[src/rtl/frontend_bundle_queue.sv]
// Frontend bundle queue: small circular FIFO between decode and rename.
// Holds decoded instruction pairs and drives the head bundle from storage only.
// After an exception bundle is accepted, enqueue stays blocked until a flush.
module frontend_bundle_queue #(
    parameter int DEPTH     = 4,
    parameter int PAYLOAD_W = 160,
    parameter int PC_BITS   = 31
) (
    input  logic                       core_clock_i,
    input  logic                       core_reset_ni,
    input  logic                       core_flush_i,
    input  logic                       dec_valid_i,
    input  logic [PAYLOAD_W-1:0]       dec_payload_i,
    input  logic [PC_BITS-1:0]         dec_pc_i,
    input  logic                       dec_ins1_valid_i,
    input  logic                       dec_excp_i,
    output logic                       dec_busy_o,
    output logic                       valid_o,
    output logic [PAYLOAD_W-1:0]       payload_o,
    output logic [PC_BITS-1:0]         pc_o,
    output logic                       ins1_valid_o,
    output logic                       excp_o,
    input  logic                       rn_busy_i,
    output logic [$clog2(DEPTH):0]     occupancy_o,
    output logic                       excp_hold_o
);

    localparam int PTR_W = $clog2(DEPTH);
    localparam int OCC_W = PTR_W + 1;

    // Entry storage; contents are only observed through the valid-gated head mux.
    logic [PAYLOAD_W-1:0] r_payload [DEPTH];
    logic [PC_BITS-1:0]   r_pc      [DEPTH];
    logic                 r_ins1    [DEPTH];
    logic                 r_excp    [DEPTH];

    logic [PTR_W-1:0]     r_head;
    logic [PTR_W-1:0]     r_tail;
    logic [OCC_W-1:0]     r_occ;
    logic                 r_excp_hold;

    logic                 w_full;
    logic                 w_valid;
    logic                 w_busy;
    logic                 w_enq;
    logic                 w_deq;

    // Handshake decode; busy depends on registers only so decode never waits on rename.
    always_comb begin
        w_full  = (r_occ == OCC_W'(DEPTH));
        w_valid = (r_occ != '0);
        w_busy  = w_full | r_excp_hold;
        w_enq   = dec_valid_i & ~w_busy & ~core_flush_i;
        w_deq   = w_valid & ~rn_busy_i & ~core_flush_i;
    end

    // Pointers, occupancy and exception hold; flush wins over enqueue/dequeue.
    always_ff @(posedge core_clock_i or negedge core_reset_ni) begin
        if (!core_reset_ni) begin
            r_head      <= '0;
            r_tail      <= '0;
            r_occ       <= '0;
            r_excp_hold <= 1'b0;
        end else if (core_flush_i) begin
            r_head      <= '0;
            r_tail      <= '0;
            r_occ       <= '0;
            r_excp_hold <= 1'b0;
        end else begin
            if (w_enq) begin
                r_tail <= r_tail + PTR_W'(1);
                if (dec_excp_i) begin
                    r_excp_hold <= 1'b1;
                end
            end
            if (w_deq) begin
                r_head <= r_head + PTR_W'(1);
            end
            case ({w_enq, w_deq})
                2'b10:   r_occ <= r_occ + OCC_W'(1);
                2'b01:   r_occ <= r_occ - OCC_W'(1);
                default: r_occ <= r_occ;
            endcase
        end
    end

    // Write the incoming bundle at the tail slot.
    always_ff @(posedge core_clock_i) begin
        if (w_enq) begin
            r_payload[r_tail] <= dec_payload_i;
            r_pc[r_tail]      <= dec_pc_i;
            r_ins1[r_tail]    <= dec_ins1_valid_i;
            r_excp[r_tail]    <= dec_excp_i;
        end
    end

    // Head outputs come from storage, forced to zero when empty (and thus in reset).
    always_comb begin
        valid_o      = w_valid;
        dec_busy_o   = w_busy;
        occupancy_o  = r_occ;
        excp_hold_o  = r_excp_hold;
        payload_o    = '0;
        pc_o         = '0;
        ins1_valid_o = 1'b0;
        excp_o       = 1'b0;
        if (w_valid) begin
            payload_o    = r_payload[r_head];
            pc_o         = r_pc[r_head];
            ins1_valid_o = r_ins1[r_head];
            excp_o       = r_excp[r_head];
        end
    end

endmodule

[config.mk]
export PLATFORM = sky130hd
export DESIGN_NAME = frontend_bundle_queue
export DESIGN_NICKNAME = d
export VERILOG_FILES = /design/src/rtl/frontend_bundle_queue.sv
export SDC_FILE = /design/constraint.sdc
export NUM_CORES = 1
export LEC_CHECK = 0
export BUFFER_PORTS_ARGS = -buffer_cell sky130_fd_sc_hd__buf_2
export CORE_ASPECT_RATIO = 0.6
export CORE_MARGIN = 2
export CORE_UTILIZATION = 52
export DETAILED_ROUTE_END_ITERATION = 10
export PLACE_DENSITY_LB_ADDON = 0.2
export SLEW_MARGIN = 20
export SYNTH_ARGS = -nofsm -noshare
export SYNTH_HDL_FRONTEND = slang
export SYNTH_SLANG_ARGS = --single-unit
[constraint.sdc]
create_clock -name core_clock_i -period 6.1 [get_ports core_clock_i]
set_clock_uncertainty 0.05 [all_clocks]
set_input_delay 1.22 -clock core_clock_i [delete_from_list [all_inputs] [get_ports core_clock_i]]
set_output_delay 1.22 -clock core_clock_i [all_outputs]
set_load 0.03 [all_outputs]
Word level (Yosys, flattened, before mapping)
Memory sizes are Yosys's and may differ from the RTL's.
Cells that the tools add are included.
Storage, ports and cells
  memories: 4
  latch bits: 0
  bits in writable memories: 772
  output and inout bits: 199
  memory bits (read-only): 0
  input port bits: 198
  register bits after elaboration: 8
  word-level logic and storage cells: 44
Memories
  r_payload: words 4, bits a word 160, rd ports 1, clocked after Yosys merged registers in 0, wr ports 1, RTL line 32  | logic [PAYLOAD_W-1:0] r_payload [DEPTH];
  r_pc: words 4, bits a word 31, rd ports 1, clocked after Yosys merged registers in 0, wr ports 1, RTL line 33  | logic [PC_BITS-1:0] r_pc [DEPTH];
  r_excp: words 4, bits a word 1, rd ports 1, clocked after Yosys merged registers in 0, wr ports 1, RTL line 35  | logic r_excp [DEPTH];
  r_ins1: words 4, bits a word 1, rd ports 1, clocked after Yosys merged registers in 0, wr ports 1, RTL line 34  | logic r_ins1 [DEPTH];
Operators by class
  muxes and demuxes: 15
  $add $sub $neg: 4
  $mul: 0
  bitwise gates (word level): 8
  order comparisons: 0
  shift operators: 0
  divide/modulo/power cells: 0
  reductions and logical operators: 6
  eq/ne operators: 3
Operator list (count)
  160-bit two-way mux: 1
  31-bit two-way mux: 1
  2-bit two-way mux: 4
  1-bit two-way mux: 7
  3-bit one-hot mux with 2 select lines: 1
  2-bit nonzero test: 3
  3-bit nonzero test: 2
  2-bit by 1-bit adder with 2-bit output (second input constant): 2
  1-bit AND: 4
  3-bit by 1-bit adder with 3-bit output (second input constant): 1
  3-bit equality test (second input constant): 1
  3-bit two-way mux: 1
  1-bit NOT: 3
  3-bit by 1-bit subtractor with 3-bit output (second input constant): 1
  2-bit by 1-bit equality test with 1-bit output (second input constant): 1
  2-bit equality test (second input constant): 1
  2-bit AND reduction: 1
  1-bit bitwise OR: 1

Depth between registers and ports, before layout
  depth after elaboration: 8
  mapped depth: 8
  mapped depth without buffers: 8

Worst setup path after synthesis
No wires, ideal clock.
  path kind: input to register
  start: in core_flush_i
  end: mem r_excp[1], enable pin
  slack: -0.647 ns
  data required time: 5.473 ns
  buffers on the path: 1
  stages: 3
  library setup time: 0.577 ns
  arrival: 6.120 ns
  path through: buf_1 > a211oi_1 > and2_1
Between the ends
  cells in the longest elaborated chain, start to end: 4
Ends and longest elaborated chain
  start, declared: RTL line 11  | input logic core_flush_i,
  1-bit NOT: RTL line 53  | w_enq = dec_valid_i & ~w_busy & ~core_flush_i;
  1-bit AND: RTL line 53
  1-bit two-way mux: RTL line 89  | if (w_enq) begin
  1-bit two-way mux (not written as such): RTL line 93  | r_excp[r_tail] <= dec_excp_i;
  end, declared: RTL line 35
Every way passes these cells.

Final worst setup path
  start: reg r_head[0]
  end: out pc_o[0]
Between the ends
  cells in the longest elaborated chain, start to end: 2
Ends and longest elaborated chain
  start, declared: RTL line 37  | logic [PTR_W-1:0] r_head;
  start signal, assigned: RTL line 77  | r_head <= r_head + PTR_W'(1);
  memory 4 x 31 bit
  31-bit two-way mux: RTL line 107  | if (w_valid) begin
  end, declared: RTL line 20  | output logic [PC_BITS-1:0] pc_o,
Every way passes these cells.

==> parameters.txt <==
Parameter                              Value

CTS
  Number of buffers inserted for hold repair after clock tree synthesis ... 0
  CTS Root Buffer Type ... sky130_fd_sc_hd__clkbuf_16
  Buffer depth of the longest clock path ... 3
  Latest clock arrival within the worst-skew pair ... 600 ps
  Clock slew seen by the registers of the worst setup and hold paths ... 60 ps
  Maximum level of the CTS H-tree ... 3
  Clock tree from TritonCTS ... done
  Post-CTS Setup Repair Bufs ... 0
  Post-CTS sizing ... 0
  Num Clock Sinks ... 780
  CTS buffer count ... 72

Worst setup path
  Crit-path max cell delay ... 1050 ps
  Required time at the endpoint of the critical path ... 4830 ps
  Worst setup path category ... flop to output pin
  Endpoint kind of the worst setup timing path ... output pin
  Cell at the slowest stage of the critical path ... sky130_fd_sc_hd__dfrtp_4
  Buffers & Inverters on Critical Path ... 2
  Maximum net fanout on the critical path ... 72
  Critical path's top delay family ... flip-flops
  Data arrival time of the critical path ... 3290 ps
  Critical Path, Cell by Cell ... buf_12, mux4_2, and2_1, buf_2
  Critical path launch point type ... flop

Global routing
  Largest net degree at the start of global routing ... 106
  Number of antenna violations at the first check in global routing ... 15
  Met2 usage in global routing ... 0.318
  Met1 layer usage reported by global route ... 0.267
  Gr busiest metal ... met2
  GRT Overall Usage ... 0.198
  Leftover overflow at the end of global routing ... 0
  Wire length of the first global-routing pass ... 87400 um
  Met3 global-route usage ... 0.0560
  Vias in the first global route ... 14400

Synth
  Seq cells post-synth ... 780
  Average cell area after synthesis ... 23.1 um2
  Synthesized netlist cell count ... 1285
  Fraction of synthesized cell area taken by the top area cell type ... 0.781
  Total standard cell area after synthesis ... 0.0297 mm2
  Number of flops mapped to enable cells by yosys ... 772
  Post-synth net total ... 1488
  Portion of the post-synthesis area used by sequential elements ... 0.787
  Share of flip-flops with an asynchronous set or reset after synthesis ... 0.0103
  Dominant cell type by area after synthesis ... sky130_fd_sc_hd__edfxtp_1
  Ys Warns ... 0
  Most common cell in the synthesized netlist ... sky130_fd_sc_hd__edfxtp_1
  Top cells by area in the synthesized netlist ... sky130_fd_sc_hd__edfxtp_1 78%, sky130_fd_sc_hd__mux4_2 15%, sky130_fd_sc_hd__and2_1 4.2%, sky130_fd_sc_hd__dfrtp_1 0.67%, sky130_fd_sc_hd__buf_6 0.64%
  Primary flip-flop cell chosen by synthesis mapping ... sky130_fd_sc_hd__edfxtp_1
  Count of different cell masters after synthesis ... 33
  List of most frequent post-synthesis cells ... 772 x sky130_fd_sc_hd__edfxtp_1, 198 x sky130_fd_sc_hd__and2_1, 193 x sky130_fd_sc_hd__mux4_2

Floorplanning
  Rows ... 67
  Starting Density ... 0.529
  Horizontal die dimension ... 313 um
  Core Box Area ... 0.0562 mm2
  Number of ports placed on the die boundary ... 397
  Die Height ... 189 um
  Die footprint ... 0.0591 mm2

Cells and area
  Area growth from synthesis to layout ... 17.2%
  Layout net count ... 1911
  Layout cell share with drive strength beyond 1 ... 0.407

Detailed routing
  Via count ... 13900
  Initial DRC count ... 1009
  Total iterations of the first detailed-routing run ... 4
  Number of vias per cell ... 5.51
  DRC Markers ... 0
  Count of antenna-violating nets left after detailed routing ... 0
  Mean routed wirelength per cell ... 23.1 um
  Total wirelength of the detailed-routed design ... 58400 um

STA
  Final-layout setup total negative slack ... 0 ps
  Portion of the clock cycle consumed by the worst path in the final layout ... 0.747
  Final Max Tran Viols ... 0
  Worst max-slew margin expressed relative to the limit ... 0.320
  Post-route setup slack ... 1540 ps
  Fin Hold WS ... 396 ps
  Unrepaired setup endpoints after global routing ... false
  Final number of hold-violating endpoints ... 0
  Max Fclk ... 220 MHz
  Slew at the pin closest to its max-slew limit ... 1020 ps
  Minimum period implied by the final worst setup slack ... 4560 ps
  Number of failing setup endpoints in the final timing report ... 0

Power and ir drop
  Total power divided by cell area ... 359 mW/mm2
  Static Leak ... 0.0118 uW
  Overall power after layout ... 12500 uW
  Highest ir drop seen on vdd ... 266 uV

Placement
  Weighted congestion reported at the end of routability-driven placement ... 0.735
  Detailed placer's ending HPWL ... 34100 um
  Pre-CTS WS ... 2060 ps
  Port Buffer Count ... 396

Min path
  Hold Crit Class ... primary input to asynchronous set/reset pin

Job
  Max-cap violations ... 0

Status
  Status ... finished, final reports clean
-- worst paths after layout --
kind / startpoint / cells past startpoint / slack (ps) / to
min reg2reg: r_tail[1] / 2 / 540 / r_tail[1]
min: core_reset_ni / 1 / 400 / r_head[0]
max reg2reg: occupancy_o[0] / 4 / 3100 / r_payload[2][85]
max in group asynchronous: core_reset_ni / 1 / 5420 / r_head[1]
max: r_head[0] / 4 / 1540 / pc_o[0]
min in group core_clock_i: r_tail[1] / 2 / 540 / r_tail[1]
-- kinds of logic after synthesis --
kind of cell | share of synthesized area
muxes | 0.148
buffers and inverters | 0.0144
and+or+nand+nor | 0.0448
xor gates and xnor gates | 0.000590
AOI/OAI and AO/OA | 0.00286
DFF | 0.787
adders and majority gates | 0.00236
-- state kept, by name (all words and copies together), names as in the netlist --
| register | flops |
|---|---|
| excp_hold_o | 1 |
| r_excp | 4 |
| r_pc | 124 |
| r_ins1 | 4 |
| r_payload | 640 |
| occupancy_o | 3 |
| r_head | 2 |
| r_tail | 2 |
-- per-layer routing --
layer,vias up,part of all wire,wire (um)
met4,12,0.020,1140
met3,89,0.062,3640
li1,6129,-,-
met1,7324,0.42,24300
met5,-,0.0011,67
met2,339,0.50,29300
-- cells in the final DEF, fill, tap and decap left out, drive strengths merged --
cell type and instances:
nand4b 1, a21oi 3, a211oi 1, or3b 1, nor3 2, mux2i 3, mux4 193, o21ai 3
xor2 1, buf 416, fa 1, or3 1, nand3 1, o211ai 1, nor4 1, xnor2 1
and2 198, dfrtp 8, nand2b 2, nand2 1, clkbuf 91, o21bai 1, diode 9, a21o 1
ha 4, mux2 1, bufinv 7, nor2 7, clkinv 15, inv 10, clkinvlp 2, edfxtp 772
o22ai 1, a31oi 3
-- cell type report --
type / count / area (um2)
Multi-Input combinational cell: 433 / 5900
Inverter: 5 / 21.3
Timing Repair Buffer: 416 / 2290
Fill cell: 3988 / 21400
Clock inverter: 29 / 335
Sequential cell: 780 / 23400
Tap cell: 759 / 950
Clock buffer: 91 / 1890
Antenna cell: 9 / 22.5
-- stage by stage --
| stage | cell area [um2] | std cells | util |
|---|---|---|---|
| floorplan | 29700 | 1285 | - |
| global placement | 32600 | 2393 | 0.580 |
| finish | 34800 | 2522 | 0.620 |
| global route | 34800 | 2518 | 0.620 |
| CTS | 34800 | 2513 | 0.619 |
| detailed placement | 32600 | 2393 | 0.580 |
-- power by group --
part           internal [uW]  total, uW  switching [uW]
Combinational            726       2000            1270
Clock                   2490       4350            1860
Sequential              6080       6160            79.0
Total                   9300      12500            3210
Power figures use the tool's default switching activity.
